File: config.mk
export PLATFORM = sky130hd
export DESIGN_NAME = jc2_ctrl_flat
export DESIGN_NICKNAME = d
export VERILOG_FILES = /design/src/rtl/jc2_if.sv /design/src/rtl/jc2_ctrl.sv /design/src/flat_wrapper.sv
export SDC_FILE = /design/constraint.sdc
export NUM_CORES = 1
export LEC_CHECK = 0
export ABC_AREA = 1
export BUFFER_PORTS_ARGS = -buffer_cell sky130_fd_sc_hd__buf_2
export CELL_PAD_IN_SITES_DETAIL_PLACEMENT = 1
export CELL_PAD_IN_SITES_GLOBAL_PLACEMENT = 2
export CORE_MARGIN = 1
export CORE_UTILIZATION = 40
export CTS_BUF_LIST = sky130_fd_sc_hd__clkbuf_8
export DETAILED_ROUTE_END_ITERATION = 10
export PLACE_DENSITY_LB_ADDON = 0.25
export SLEW_MARGIN = 25
export SYNTH_ARGS = -nofsm -noshare
export SYNTH_HDL_FRONTEND = slang
export SYNTH_SLANG_ARGS = --single-unit
File: constraint.sdc
create_clock -name clk -period 1.6 [get_ports clk]
set_input_delay 0.16 -clock clk [delete_from_list [all_inputs] [get_ports clk]]
set_output_delay 0.16 -clock clk [all_outputs]
set_load 0.01 [all_outputs]
File: src/rtl/jc2_if.sv
// Button inputs and Johnson-counter command outputs of the jc2 direction controller.
interface jc2_if;
    logic       btnLeft;
    logic       btnRight;
    logic       btnStop;
    logic       goLeft;
    logic       goRight;
    logic       stop;
    logic [1:0] mode;

    modport master (output btnLeft, btnRight, btnStop,
                    input  goLeft, goRight, stop, mode);

    modport slave  (input  btnLeft, btnRight, btnStop,
                    output goLeft, goRight, stop, mode);
endinterface

File: src/rtl/jc2_ctrl.sv
// Debounces three active-low buttons and turns accepted presses into
// one-cycle active-low direction commands for a Johnson counter.
module jc2_ctrl #(
    parameter int DEBOUNCE_CYCLES = 4,
    parameter int CNT_W           = 8
) (
    input  logic  clk,
    input  logic  rst_n,
    jc2_if.slave  bus
);

    typedef enum logic [1:0] {
        ST_STOPPED = 2'b00,
        ST_LEFT    = 2'b01,
        ST_RIGHT   = 2'b10
    } mode_e;

    localparam logic [CNT_W-1:0] CNT_LAST = CNT_W'(DEBOUNCE_CYCLES - 1);

    // Bit 0 = left, bit 1 = right, bit 2 = stop throughout.
    logic [2:0]       raw;
    logic [2:0]       sync_a;
    logic [2:0]       sync_b;
    logic [2:0]       level;
    logic [2:0]       level_prev;
    logic [2:0]       press;
    logic [CNT_W-1:0] cnt [3];

    mode_e      state;
    mode_e      next_state;
    logic [2:0] cmd;
    logic [2:0] cmd_next;

    assign raw = {bus.btnStop, bus.btnRight, bus.btnLeft};

    always_ff @(posedge clk or negedge rst_n) begin
        if (!rst_n) begin
            sync_a <= 3'b111;
            sync_b <= 3'b111;
        end else begin
            sync_a <= raw;
            sync_b <= sync_a;
        end
    end

    // Level only follows the synchronized input after DEBOUNCE_CYCLES
    // consecutive disagreeing cycles; any agreement restarts the count.
    always_ff @(posedge clk or negedge rst_n) begin
        if (!rst_n) begin
            level <= 3'b111;
            for (int i = 0; i < 3; i++) begin
                cnt[i] <= '0;
            end
        end else begin
            for (int i = 0; i < 3; i++) begin
                if (sync_b[i] == level[i]) begin
                    cnt[i] <= '0;
                end else if (cnt[i] == CNT_LAST) begin
                    level[i] <= sync_b[i];
                    cnt[i]   <= '0;
                end else begin
                    cnt[i] <= cnt[i] + 1'b1;
                end
            end
        end
    end

    always_ff @(posedge clk or negedge rst_n) begin
        if (!rst_n) begin
            level_prev <= 3'b111;
        end else begin
            level_prev <= level;
        end
    end

    assign press = level_prev & ~level;

    always_ff @(posedge clk or negedge rst_n) begin
        if (!rst_n) begin
            state <= ST_STOPPED;
            cmd   <= 3'b111;
        end else begin
            state <= next_state;
            cmd   <= cmd_next;
        end
    end

    // Priority stop > left > right; losers in the same cycle are dropped.
    always_comb begin
        next_state = state;
        if (press[2]) begin
            next_state = ST_STOPPED;
        end else if (press[0]) begin
            next_state = ST_LEFT;
        end else if (press[1]) begin
            next_state = ST_RIGHT;
        end
    end

    always_comb begin
        cmd_next = 3'b111;
        if (next_state != state) begin
            case (next_state)
                ST_LEFT:  cmd_next[0] = 1'b0;
                ST_RIGHT: cmd_next[1] = 1'b0;
                default:  cmd_next[2] = 1'b0;
            endcase
        end
    end

    assign bus.goLeft  = cmd[0];
    assign bus.goRight = cmd[1];
    assign bus.stop    = cmd[2];
    assign bus.mode    = state;

endmodule

File: src/flat_wrapper.sv
// flat-port wrapper written by rule: the top's interface ports become plain ports
module jc2_ctrl_flat 
#(
    parameter int DEBOUNCE_CYCLES = 4,
    parameter int CNT_W           = 8
)
  (clk, rst_n, bus_btnLeft, bus_btnRight, bus_btnStop, bus_goLeft, bus_goRight, bus_stop, bus_mode);
  jc2_if bus_i ();
  input  logic clk;
  input  logic rst_n;
  input wire logic [$bits(bus_i.btnLeft)-1:0] bus_btnLeft;
  input wire logic [$bits(bus_i.btnRight)-1:0] bus_btnRight;
  input wire logic [$bits(bus_i.btnStop)-1:0] bus_btnStop;
  output wire logic [$bits(bus_i.goLeft)-1:0] bus_goLeft;
  output wire logic [$bits(bus_i.goRight)-1:0] bus_goRight;
  output wire logic [$bits(bus_i.stop)-1:0] bus_stop;
  output wire logic [$bits(bus_i.mode)-1:0] bus_mode;
  assign bus_i.btnLeft = bus_btnLeft;
  assign bus_i.btnRight = bus_btnRight;
  assign bus_i.btnStop = bus_btnStop;
  assign bus_goLeft = bus_i.goLeft;
  assign bus_goRight = bus_i.goRight;
  assign bus_stop = bus_i.stop;
  assign bus_mode = bus_i.mode;
  jc2_ctrl #(.DEBOUNCE_CYCLES(DEBOUNCE_CYCLES), .CNT_W(CNT_W)) u_core (.clk(clk), .rst_n(rst_n), .bus(bus_i));
endmodule
After elaboration in Yosys (flattened, before gate mapping)
Cells that the tools add are included.

Output and inout bits: 5. Input port bits: 5. Bits in registers: 41. ROM bits: 0. Latch bits: 0. Bits in writable memories: 0. Memories kept: 0.

Order comparisons: 0. Eq/ne operators: 9. Mux-type cells: 13. Multipliers: 0. Bitwise logic cells: 5. Shift operators: 0. Div/mod/pow operators: 0. Reductions and logical operators: 4. Add/subtract/negate cells: 3.

Operators by type and width (number): $mux 8 (6); $add 8x1->8 const B (3); $eq 8x2->1 const B (3); $mux 2 (3); $reduce_and 2->1 (3); $and 3x3->3 (1); $eq 1x1->1 (3); $mux 1 (3); $mux 3 (1); $not 1->1 (3); $not 3->3 (1); $eq 2x1->1 const B (1); $eq 2x2->1 const B (1); $ne 2x2->1 (1); $reduce_or 2->1 (1).

Longest topological paths before layout
Depth after elaboration: 9. Depth in mapped cells: 9.

Worst setup path after synthesis
OpenSTA, ideal clock, no wires.

Kind: reg-to-reg. From: register u_core.level[1]. To: register u_core.cmd[2]. Slack: 389 ps. Setup time: 60 ps. Stages on the path, launching flop included: 8. Arrival time: 1150 ps. Clock period less this slack: 1211 ps. Data required time: 1540 ps. Path buffers: 0. Path through: dfstp_2 inv_2 nand2_2 nand2_1 nand2_1 nand2_1 ha_1 nand2_1.

Longest elaborated chain between the ends: 9. Elaborated cells on any way between the ends: 11. Those cells by class: eq/ne: 3; mux: 5; bitwise: 2; reduce/logical: 1.

RTL lines: start: declaration (line jc2_ctrl.sv:24) `logic [2:0] level;`; start signal: indexed assignment (line jc2_ctrl.sv:59) `level[i] <= sync_b[i];`; $not 3->3 * (line jc2_ctrl.sv:76) `assign press = level_prev & ~level;`; $and 3x3->3 * (line jc2_ctrl.sv:76); $mux 2 * (line jc2_ctrl.sv:95) `end else if (press[1]) begin`; $mux 2 * (line jc2_ctrl.sv:93) `end else if (press[0]) begin`; $mux 2 * (line jc2_ctrl.sv:91) `if (press[2]) begin`; $eq 2x1->1 or $eq 2x2->1 (tied branches) (line jc2_ctrl.sv:103) `case (next_state)`; $reduce_or 2->1 (no line); $mux 1 (line jc2_ctrl.sv:103); $mux 3 * (line jc2_ctrl.sv:102) `if (next_state != state) begin`; net u_core.cmd_next[2] (line jc2_ctrl.sv:32) `logic [2:0] cmd_next;`; end signal: assignment (line jc2_ctrl.sv:84) `cmd <= cmd_next;`; end: declaration (line jc2_ctrl.sv:31) `logic [2:0] cmd;`.

Mark *: on every way through the listed nets, which the timed path passes. The rest lies on a longest branch. A chain may end at the register's enable or synchronous reset.

Worst setup path after layout
From: register u_core.cnt[16] (netlist bit). To: register u_core.cnt[21] (netlist bit).

Longest elaborated chain between the ends: 3. Elaborated cells on any way between the ends: 4. Those cells by class: add/sub: 1; eq/ne: 1; mux: 2.

RTL lines: start: declaration (line jc2_ctrl.sv:27) `logic [CNT_W-1:0] cnt [3];`; start signal: indexed assignment (line jc2_ctrl.sv:62) `cnt[i] <= cnt[i] + 1'b1;`; $add 8x1->8 or $eq 8x2->1 (tied branches) (line jc2_ctrl.sv:62, jc2_ctrl.sv:58); $mux 8 * (line jc2_ctrl.sv:58) `end else if (cnt[i] == CNT_LAST) begin`; $mux 8 * (line jc2_ctrl.sv:56) `if (sync_b[i] == level[i]) begin`.

Every way passes the cells marked *; elsewhere a longest branch is shown, timed or not.

==> summary.md <==
| Metric | Value |
|---|---|
| Top Ports | `10` |
| PostCTS Resize Cnt | `0` |
| Commonest cells post-synth | `45 x nand2_1, 26 x dfrtp_1, 26 x inv_1, 26 x nor2_1, 15 x dfstp_2` |
| Via count | `1301` |
| Cell row count | `24` |
| Register area | `1040 um2` |
| DR pass1 iterations | `2` |
| Max Cap Viol | `0` |
| Peak VDD IR | `0.000709 V` |
| Fin Clk Skew | `0.00666 ns` |
| CTS H-tree lvls | `2` |
| Port Buffers | `9` |
| Crit-path max FO | `4` |
| Root buffer cell | `clkbuf_8` |
| CTS tree | `done` |
| Remaining Overflow, GRT | `0` |
| Starting Density | `41.7%` |
| Hold-fix buffers, CTS | `4` |
| Ant diodes | `0` |
| Clock Latency Late Sink | `0.29 ns` |
| Synth cell types | `23` |
| Placeable Area | `4380 um2` |
| Chip height | `69.6 um` |
| Min-delay worst type | `primary input to async pin` |
| Most common cell in the synthesized netlist | `nand2_1` |
| Top FF cell, synth | `dfrtp_1` |
| PnR worst setup slack | `0.231 ns` |
| Fill cells | `506` |
| Final #Nets | `226` |
| Critical path capture point type | `flip-flop` |
| Setup_tns | `0 ns` |
| CTS Buffer Depth | `2` |
| Routed vias/inst | `4.84` |
| Max Fclk | `731 MHz` |
| Die width | `69.6 um` |
| Startpoint Class | `flip-flop` |
| Setup Fix Bufs, Post-CTS | `0` |
| Max-slew violations | `0` |
| HPWL after DPL | `2630 um` |
| Crit path kind | `flip-flop to flip-flop` |
| CTS sink cnt | `41` |
| Syn Area/Cell | `9.42 um2` |
| Initial antenna violation count | `0` |
| DRT Wirelength | `3490 um` |
| Per-cell routed wire length | `13.0 um` |
| Post-synth top area share | `35.6%` |
| RSZ-0062 raised after global routing | `false` |
| Largest net degree at the start of global routing | `21` |
| Fraction of layout instances using a drive strength above 1 | `24.0%` |
| Vias in the first global route | `1400` |
| Static Leak | `1.02 nW` |
| Pwr Density | `1460 nW/um2` |
| Post-synth ARST share | `100%` |
| Reg clk slew, reported paths | `0.08 ns` |
| Critical path data arrival time | `1.54 ns` |
| Synthesized Nets | `204` |
| Dominant cells by area after synthesis | `dfrtp_1 36%, dfstp_2 22%, nand2_1 9.2%` |
| Hold_ws | `0.343 ns` |
| Final min period | `1.37 ns` |
| Post-synth EDFFs | `0` |
| Multi-input gate area in the final layout | `671 um2` |
| Worst slack, placed | `0.263 ns` |
| Gpl congestion | `0.747` |
| Area leader, netlist | `dfrtp_1` |
| Die area | `4840 um2` |
| Outcome | `finished, final reports clean` |
| Seq/Total Area, Yosys | `57.2%` |
| Worst Tran Pin Value | `0.439 ns` |
| DRT antenna net count | `0` |
| Synthesis-to-layout area growth | `14.0%` |
| Synth Cell Area | `1830 um2` |
| Drt drc | `0` |
| WP data required | `1.78 ns` |
| Final Hold Fails | `0` |
| Final period utilization | `85.5%` |
| Max_slew headroom | `70.7%` |
| Final Setup Violations | `0` |
| Synth Instances | `194` |
| Synth Register Bits | `41` |
| Total GRT Usage | `16.3%` |
| TritonCTS Buffers | `5` |
| First-pass GRT wire length | `6220 um` |
| Initial detailed-routing violation count | `40` |
| Yosys Warn Count | `0` |
[worst paths after layout]
| check | startpoint | end | slack [ns] | cells past startpoint |
|---|---|---|---|---|
| worst max-delay path | u_core.cnt[16] | u_core.cnt[21] | 0.23 | 6 |
| worst min-delay path | rst_n | u_core.cnt[23] | 0.34 | 2 |
| worst max register to register | u_core.cnt[16] | u_core.cnt[21] | 0.23 | 6 |
| worst min register to register | u_core.sync_a[1] | u_core.sync_b[1] | 0.36 | 0 |
| max in group asynchronous | rst_n | u_core.level_prev[1] | 0.66 | 3 |
| min in group clk | u_core.sync_a[1] | u_core.sync_b[1] | 0.36 | 0 |
[where the power goes]
| part | switching, mW | internal, mW | total, mW |
|---|---|---|---|
| sequential | 0.175 | 1.32 | 1.50 |
| combinational | 0.559 | 0.302 | 0.862 |
| clock | 0.347 | 0.339 | 0.686 |
| total | 1.08 | 1.96 | 3.04 |
[placed cells by master, fill, tap and decap left out, drive strengths merged, types with 5 or more instances in the layout]
master and n:
buf 11, inv 32, nor3 6, ha 5, nor2 30, nand2 50
dfrtp 26, xor2 8, clkbuf 6, nand3 6, dfstp 15
[registers in the layout (all words and copies together) (netlist names)]
| signal | cells |
|---|---|
| u_core.bus.mode | 2 |
| u_core.level_prev | 3 |
| u_core.sync_b | 3 |
| u_core.sync_a | 3 |
| u_core.cnt | 24 |
| u_core.level | 3 |
| u_core.cmd | 3 |
[per-layer routing]
layer	GRT usage, %	share of wire [%]
met1	19.9	45
met3	4.07	2.8
met2	27.5	50
met5	0	0
met4	6.80	1.6
[final cells by class]
| type | instances | share of cell area [%] |
|---|---|---|
| clock buffer | 6 | 3.96 |
| clock inverter | 2 | 0.360 |
| inverter | 30 | 5.41 |
| multi-input combinational | 123 | 32.2 |
| sequential | 41 | 50.2 |
| tap | 52 | 3.12 |
| timing repair buffer | 15 | 4.80 |
[cells by family after synthesis]
logic type	after synthesis	share of synthesized area, %
buf+inv	30	6.16
xor+xnor	10	4.79
fa+ha+maj	5	3.42
simple gates	99	25.7
compound gates	9	2.74
flops	41	57.2
[stage by stage]
step | area, um2 | std cells | utilization (%) | total power [mW]
final | 2080 | 269 | 47.5 | 3.04
after global routing | 2080 | 269 | 47.5 | 3.30
after CTS | 2080 | 269 | 47.5 | 3.11
after detailed placement | 1950 | 257 | 44.5 | 2.39
after global placement | 1950 | 257 | 44.5 | 2.33
after floorplan | 1830 | 194 | - | 2.11
[worst max-delay path, stage by stage, from the launching register on]
cell and delay [ns]:
dfrtp_1 0.40, ha_1 0.24, inv_1 0.08, nor3_1 0.13
nand4_1 0.17, nand2_1 0.17, nor2_1 0.07
(Power assumes the default switching activity.)
